<file path="src/rtl/fifo_pkg.sv">
// Shared types for the FIFO read-side adapters: buffer occupancy encoding and
// the default statistics counter width.
package fifo_pkg;

  typedef enum logic [1:0] {
    EMPTY = 2'd0,
    ONE   = 2'd1,
    TWO   = 2'd2
  } occ_e;

  localparam int unsigned STAT_WIDTH_DEFAULT = 32;

endpackage

</file>
<file path="src/rtl/stream_skid_buf.sv">
// Two-entry head/skid output buffer with occupancy tracking; head is the
// stream output register, skid holds the word that arrives while head is busy.
module stream_skid_buf
  import fifo_pkg::*;
#(
  parameter int unsigned DATA_WIDTH = 16
) (
  input  logic                  clk_i,
  input  logic                  rst_ni,
  input  logic                  flush_i,
  input  logic                  push_i,
  input  logic [DATA_WIDTH-1:0] push_data_i,
  input  logic                  pop_i,
  output logic [1:0]            occ_o,
  output logic                  valid_o,
  output logic [DATA_WIDTH-1:0] head_o
);

  occ_e                  occ_q, occ_d;
  logic [DATA_WIDTH-1:0] head_q, head_d;
  logic [DATA_WIDTH-1:0] skid_q, skid_d;

  always_comb begin
    occ_d  = occ_q;
    head_d = head_q;
    skid_d = skid_q;
    if (flush_i) begin
      occ_d = EMPTY;
    end else if (push_i && !pop_i) begin
      case (occ_q)
        EMPTY: begin
          head_d = push_data_i;
          occ_d  = ONE;
        end
        ONE: begin
          skid_d = push_data_i;
          occ_d  = TWO;
        end
        default: ;
      endcase
    end else if (pop_i && !push_i) begin
      head_d = skid_q;
      case (occ_q)
        TWO:     occ_d = ONE;
        ONE:     occ_d = EMPTY;
        default: ;
      endcase
    end else if (pop_i && push_i) begin
      // Occupancy is unchanged; with a full buffer the skid word advances first.
      if (occ_q == TWO) begin
        head_d = skid_q;
        skid_d = push_data_i;
      end else begin
        head_d = push_data_i;
      end
    end
  end

  always_ff @(posedge clk_i or negedge rst_ni) begin
    if (!rst_ni) begin
      occ_q  <= EMPTY;
      head_q <= '0;
      skid_q <= '0;
    end else begin
      occ_q  <= occ_d;
      head_q <= head_d;
      skid_q <= skid_d;
    end
  end

  assign occ_o   = occ_q;
  assign valid_o = (occ_q != EMPTY);
  assign head_o  = head_q;

  overflow_a : assert property (@(posedge clk_i) disable iff (!rst_ni)
    !(push_i && !pop_i && !flush_i && occ_q == TWO));

  underflow_a : assert property (@(posedge clk_i) disable iff (!rst_ni)
    !(pop_i && occ_q == EMPTY));

endmodule

</file>
<file path="src/rtl/fifo_stream_reader.sv">
// Drains a FIFO read port with one-cycle registered read data into a
// valid/ready stream. Optional beat/stall counters: FIFO_STREAM_READER_STATS_EN.
module fifo_stream_reader
  import fifo_pkg::*;
#(
  parameter int unsigned DATA_WIDTH = 16
`ifdef FIFO_STREAM_READER_STATS_EN
  ,
  parameter int unsigned STAT_WIDTH = STAT_WIDTH_DEFAULT
`endif
) (
  input  logic                  clk_i,
  input  logic                  rst_ni,
  output logic                  fifo_rd_en_o,
  input  logic [DATA_WIDTH-1:0] fifo_rd_data_i,
  input  logic                  fifo_empty_i,
  input  logic                  flush_i,
  output logic                  m_valid_o,
  output logic [DATA_WIDTH-1:0] m_data_o,
`ifdef FIFO_STREAM_READER_STATS_EN
  output logic [STAT_WIDTH-1:0] beat_cnt_o,
  output logic [STAT_WIDTH-1:0] stall_cnt_o,
`endif
  input  logic                  m_ready_i
);

  logic       run_q, run_d;
  logic       inflight_q, inflight_d;
  logic       fire;
  logic       capture;
  logic       rd_en;
  logic [1:0] occ;
  logic [2:0] level;

  assign fire = m_valid_o && m_ready_i;

  // Pop only if the word it brings back is guaranteed a free slot once
  // this cycle's transfer has drained the buffer.
  always_comb begin
    capture    = inflight_q && !flush_i;
    level      = {1'b0, occ} + {2'b00, inflight_q} - {2'b00, fire};
    rd_en      = run_q && !flush_i && !fifo_empty_i && (level <= 3'd1);
    run_d      = 1'b1;
    inflight_d = rd_en;
  end

  always_ff @(posedge clk_i or negedge rst_ni) begin
    if (!rst_ni) begin
      run_q      <= 1'b0;
      inflight_q <= 1'b0;
    end else begin
      run_q      <= run_d;
      inflight_q <= inflight_d;
    end
  end

  assign fifo_rd_en_o = rd_en;

  stream_skid_buf #(
    .DATA_WIDTH (DATA_WIDTH)
  ) u_buf (
    .clk_i       (clk_i),
    .rst_ni      (rst_ni),
    .flush_i     (flush_i),
    .push_i      (capture),
    .push_data_i (fifo_rd_data_i),
    .pop_i       (fire),
    .occ_o       (occ),
    .valid_o     (m_valid_o),
    .head_o      (m_data_o)
  );

`ifdef FIFO_STREAM_READER_STATS_EN
  logic [STAT_WIDTH-1:0] beat_cnt_q, beat_cnt_d;
  logic [STAT_WIDTH-1:0] stall_cnt_q, stall_cnt_d;

  // Counters saturate and survive flush; only reset clears them.
  always_comb begin
    beat_cnt_d  = beat_cnt_q;
    stall_cnt_d = stall_cnt_q;
    if (fire && (beat_cnt_q != '1)) begin
      beat_cnt_d = beat_cnt_q + STAT_WIDTH'(1);
    end
    if (m_valid_o && !m_ready_i && (stall_cnt_q != '1)) begin
      stall_cnt_d = stall_cnt_q + STAT_WIDTH'(1);
    end
  end

  always_ff @(posedge clk_i or negedge rst_ni) begin
    if (!rst_ni) begin
      beat_cnt_q  <= '0;
      stall_cnt_q <= '0;
    end else begin
      beat_cnt_q  <= beat_cnt_d;
      stall_cnt_q <= stall_cnt_d;
    end
  end

  assign beat_cnt_o  = beat_cnt_q;
  assign stall_cnt_o = stall_cnt_q;
`endif

endmodule

</file>
<file path="config.mk">
export PLATFORM = sky130hd
export DESIGN_NAME = fifo_stream_reader
export DESIGN_NICKNAME = d
export VERILOG_FILES = /design/src/rtl/fifo_pkg.sv /design/src/rtl/stream_skid_buf.sv /design/src/rtl/fifo_stream_reader.sv
export SDC_FILE = /design/constraint.sdc
export NUM_CORES = 1
export LEC_CHECK = 0
export BUFFER_PORTS_ARGS = -buffer_cell sky130_fd_sc_hd__buf_4
export CAP_MARGIN = 30
export CORE_MARGIN = 8
export CORE_UTILIZATION = 53
export DETAILED_ROUTE_END_ITERATION = 10
export GPL_ROUTABILITY_DRIVEN = 1
export GPL_TIMING_DRIVEN = 1
export PLACE_DENSITY = 0.8
export SLEW_MARGIN = 25
export SYNTH_ARGS = -nofsm -noshare
export SYNTH_HDL_FRONTEND = slang
export SYNTH_HIERARCHICAL = 1
export SYNTH_SLANG_ARGS = --single-unit
</file>
<file path="constraint.sdc">
create_clock -name clk_i -period 3.45 [get_ports clk_i]
set_clock_uncertainty 0.1 [all_clocks]
set_input_delay 0.345 -clock clk_i [delete_from_list [all_inputs] [get_ports clk_i]]
set_output_delay 0.345 -clock clk_i [all_outputs]
set_load 0.1 [all_outputs]
</file>
==> metrics, run 1 <==
Post-synth top flop dfrtp_1; syn_nets ~190; Crit. End Element output pin; Ys Warns 6; GR Util All Layers 17.8%; EDFF count, synth 0; vias in the first global route approximately 1500; syn avg cell area between 10 and 15 um^2; initial antenna violation count 0; initial core utilization between 50 and 60%; Placed Cells approximately 240; core area 3280 um^2; Max Fclk roughly 300 MHz; Area Overhead vs Synth 21.7%; Slew HR between 40% and 50%; WP data arrival 2870 ps; antenna cells 0; Tightest Pin Transition between 800 and 900 ps; maximum resistive drop on vdd between 0.4 and 0.5 mV; final non-filler cell total about 250; cell row count 21; Slew Limit Fails 0; hold violation count in the final report 0; H-tree lvl count 2; total power 1520 uW; worst min path class in2reg; number of DRC markers in iteration 0 about 120; share of cells above drive strength 1 between 30% and 40%; asr flop ratio synth 100%; chip height ~74 um; Fillers 261; port buffer count 38; hpwl dp roughly 2800 um; fin util between 60% and 70%; largest net degree at the start of global routing 37; via count around 1400; remaining global-route overflow 0; RSZ-0062 raised after global routing no; Detail Route Antenna Nets 0; drt first pass iters 4; WL per Instance ~18 um; crit path max fanout 12; DRC 0; first-pass GRT wire length between 7000 and 8000 um; Post-Route WL around 4300 um; CTS Buffer Depth 2; io pins 39; fin area 2170 um^2; Leakage Power 0.00101 uW; Crit Path Class reg2out; die width 74.0 um; Worst-Skew Late Latency roughly 330 ps; Cell variety after synth 33; MaxCap Viol Count 0; Tcrit/Tclk final 96.2%; Yosys reg bits 36; synthesized cell area around 1800 um^2; via/cell ratio 5.77; Critical Path Start Type register; Worst-path clk slew around 110 ps; commonest cells after routing, fill and taps aside buf_4, dfrtp_1, a21oi_1, o21ai_0; minimum clock period ~3300 ps; CP required 3000 ps; R2R depth 6; final setup violation count 0; CTS tree yes; final hold slack 73.8 ps; Cells on Worst Hold Path 2; register area share after synthesis between 50% and 60%; Cell Area, Placed around 2100 um^2; clk root buf clkbuf_4; PD cells between 600 and 700 nW/um^2; final net count between 200 and 250; Die ar. approximately 5500 um^2; cells after synthesis between 150 and 200; GPL Wtd Cong 0.768; CTS buffer count 5; run status completed; most common cell after layout, fill and taps aside buf_4; clk sink count 36
## sequential cells by signal, summed over array words and instances (netlist names)
| name | flops |
|---|---|
| inflight_q | 1 |
| run_q | 1 |
| u_buf/head_o | 16 |
| u_buf/occ_o | 2 |
| u_buf/skid_q | 16 |
## synthesized netlist by cell type (2+ instances only)
cell type	count	area, um^2
a21oi_1	19	95.1
a31oi_1	16	100
buf_4	2	15.0
buf_6	2	22.5
clkbuf_1	8	30.0
dfrtp_1	36	901
ha_1	2	25.0
inv_1	5	18.8
mux2_2	6	67.6
mux2_4	10	150
nand2_1	2	7.51
nor2_1	16	60.1
nor2b_1	2	12.5
o21ai_0	18	90.1
o21ba_2	2	20.0
o21bai_1	2	15.0
## routing by layer
metal,track usage [%],vias to the layer above,routed length [um]
met5,0,-,0
met3,5.39,2,249
met4,5.10,0,19
met1,22.3,706,1850
met2,28.7,53,2190
li1,-,653,-
## kinds of logic (layout without fill, tap and decap cells)
kind of cell	count (synthesis)	after routing	share of synthesized area [%]
other	1	1	0.211
flip-flops	36	36	50.6
AND/OR/NAND/NOR	29	29	8.36
buffers and inverters	19	53	6.25
AO/OA/AOI/OAI	60	60	19.3
adder cells (fa/ha/maj)	3	3	2.53
multiplexers	16	16	12.2
XOR/XNOR	1	1	0.492
## worst max-delay path, cell delays in order (launching register included)
cell and delay, ps:
dfrtp_2 510, or2_4 270, and2_4 180, ha_4 220, inv_2 70, ha_4 120
inv_2 30, fa_1 510, nand2_2 70, nor4_4 300, buf_6 260
## power by group
| group | total (uW) | internal, uW | switching, uW |
|---|---|---|---|
| clock | 251 | 116 | 135 |
| combinational | 727 | 148 | 579 |
| sequential | 539 | 496 | 43.2 |
| total | 1520 | 759 | 757 |
## through the flow
stage,setup TNS (ps),worst slack [ps]
3_3_place_gp,0,462
2_1_floorplan,-314,-211
5_1_grt,0,12.8
4_1_cts,0,1.01
3_5_place_dp,0,390
6_report,0,131
## final timing paths
path,startpoint,end,slack [ps]
max in group asynchronous,rst_ni,u_buf/occ_o[1],2510
max reg2reg,u_buf/occ_o[0],u_buf/skid_q[15],540
min in group asynchronous,rst_ni,u_buf/head_o[10],400
max,u_buf/occ_o[1],fifo_rd_en_o,130
min reg2reg,u_buf/skid_q[5],u_buf/skid_q[5],410
min,fifo_empty_i,inflight_q,70
## layout make-up
cell class	instances	area, um^2	area share, %
repair buffers	41	314	14.5
flip-flops and latches	36	902	41.6
clock buffers	7	65.1	3.00
multi-input cells	110	810	37.4
inverters	5	18.8	0.866
well taps	46	57.6	2.66
## repair_timing
action,in CTS,in global routing
setup buffers,0,0
endpoints found under the setup margin,0,1
resized for setup,0,2
hold buffers,1,0
hold endpoints to repair,36,0
Note: power is estimated with default switching activity, not from simulation.
==> run 2, diff against run 1 <==
--- a/config.mk
+++ b/config.mk
@@ -8,11 +8,12 @@
 export BUFFER_PORTS_ARGS = -buffer_cell sky130_fd_sc_hd__buf_4
 export CAP_MARGIN = 30
 export CORE_MARGIN = 8
-export CORE_UTILIZATION = 53
+export CORE_UTILIZATION = 29
+export CTS_CLUSTER_DIAMETER = 100
 export DETAILED_ROUTE_END_ITERATION = 10
 export GPL_ROUTABILITY_DRIVEN = 1
 export GPL_TIMING_DRIVEN = 1
-export PLACE_DENSITY = 0.8
+export PLACE_DENSITY = 0.5
 export SLEW_MARGIN = 25
 export SYNTH_ARGS = -nofsm -noshare
 export SYNTH_HDL_FRONTEND = slang
==> run 2 against run 1 <==
Hold slack improved by 50 ps. First-iteration DRC count fell by 47%. Clock power rose by 47%. Critical endpoint unchanged. Register-to-register slack improved by 240 ps. Critical path depth did not move.
==> metrics, run 2 (synthesized netlist as in run 1, its figures left out) <==
post-CTS sizing 0; Fillers ~610; slowest cell on the critical path fa_1; initial core utilization between 30% and 40%; CTS tree yes; Levels on crit path 10; final net count ~230; Area Overhead vs Synth 26.7%; Max Fclk 304 MHz; Hold Path End inflight_q; Seq pwr share between 30% and 40%; Sw Share 47.3%; clk root buf clkbuf_8; Tightest Pin Transition 936 ps; PD cells ~720 nW/um^2; drt first pass iters 4; die width ~94 um; Cells on Worst Hold Path 2; reg2reg start u_buf/occ_o[0]; via count between 1000 and 1500; Critical Path Start Type register; largest net degree at the start of global routing 37; remaining global-route overflow 0; first-pass GRT wire length 7530 um; critical path's largest stage delay between 500 and 600 ps; register area ~900 um^2; fin util roughly two fifths; FF-to-FF setup slack around 800 ps; Slew Limit Fails 0; minimum clock period ~3300 ps; part of the power in combinational logic 44.4%; Pint 858 uW; Crit. End Element output pin; initial antenna violation count 0; WP data arrival 2840 ps; hold path startpoint fifo_empty_i; maximum resistive drop on vdd approximately 0.55 mV; clk sink count 36; MaxCap Viol Count 0; chip height between 90 and 100 um; DRC 0; CTS buffer count 5; GR Util All Layers roughly 11%; H-tree lvl count 2; fin area between 2000 and 2500 um^2; Die ar. 8900 um^2; Worst-path clk slew about 70 ps; number of buffers added for setup after CTS 0; CP required approximately 3000 ps; via/cell ratio between 4 and 5; sw power 770 uW; commonest cells after routing, fill and taps aside buf_4, dfrtp_1, a21oi_1, o21ai_0; Detail Route Antenna Nets 0; run status completed; CP cell instances or2_4 > and2_4 > ha_4 > inv_2 > ha_4 > inv_2 > fa_1 > nand2_2 > nor4_4 > buf_4; WL per Instance about 16 um; most common cell after layout, fill and taps aside buf_4; kind of cell adding the most delay to the critical path adder cells; CTS Buffer Depth 2; Worst-Skew Late Latency about 280 ps; Crit Path Class reg2out; Cell Area, Placed approximately 2100 um^2; hpwl dp between 2000 and 3000 um; Buf/Inv on CP 3; total power between 1500 and 2000 uW; share of cells above drive strength 1 between 30% and 40%; final hold slack between 100 and 150 ps; R2R depth 6; setup_tns 0 ps; Post-Route WL around 4500 um; antenna cells 0; vias in the first global route 1407; hold violation count in the final report 0; Multi-input gate area just over 800 um^2; Leakage Power a little over 0.001 uW; crit path max fanout 11; port buffer count 38; core area approximately 5900 um^2; RSZ-0062 raised after global routing no; Reg-to-Reg End u_buf/skid_q[12]; Tcrit/Tclk final between 90 and 100%; final setup violation count 0; number of DRC markers in iteration 0 just over 60; GPL Wtd Cong 0.691; cell row count 28; Clock power frac a little under a quarter; Slew HR between 30% and 40%; io pins 39; worst min path class in2reg
[run 2: worst max-delay path by stage]
stage / start / to / slack, ps
floorplan: u_buf/occ_o[1] / fifo_rd_en_o / -210
global placement: u_buf/occ_o[0] / fifo_rd_en_o / 490
detailed placement: u_buf/occ_o[0] / fifo_rd_en_o / 460
CTS: u_buf/occ_o[0] / fifo_rd_en_o / 140
global route: u_buf/occ_o[0] / fifo_rd_en_o / 20
finish: u_buf/occ_o[0] / fifo_rd_en_o / 170
[run 2: layer usage]
| layer | GRT usage, % | routed length (um) |
|---|---|---|
| met5 | 0 | 0 |
| met1 | 14.6 | 2150 |
| met3 | 4.05 | 338 |
| met2 | 15.6 | 1910 |
| met4 | 3.17 | 49 |
[run 2: final cells by class]
class                   instances  area share [%]
flip-flops and latches         36            39.9
multi-input cells             110            35.9
repair buffers                 43            14.4
well taps                      75            4.16
clock buffers                   6            3.22
clock inverters                 2            1.55
inverters                       5           0.832
[run 2: worst register-to-register path, stage by stage, from the launching register on]
cell and delay, ps:
dfrtp_1 490, or2_4 270, and2_4 180, and2b_1 260, a21oi_2 70, or3b_1 740
mux2_4 460
[run 2: stage by stage]
stage / setup WS [ps] / std cells
5_1_grt: 24.6 / 277
2_1_floorplan: -211 / 165
3_3_place_gp: 486 / 268
6_report: 165 / 277
3_5_place_dp: 456 / 268
4_1_cts: 141 / 277
[run 2: power by group through the flow]
stage	Sequential, uW	Combinational (uW)	Clock [uW]
final	537	722	369
after global routing	548	749	397
after CTS	540	730	381
after detailed placement	548	726	0
after global placement	546	728	0
after floorplan	1010	95.8	0
[run 2: timing repair]
item	4_1_cts	5_1_grt
hold endpoints to repair	36	0
endpoints found under the setup margin	0	0
hold buffers	1	0
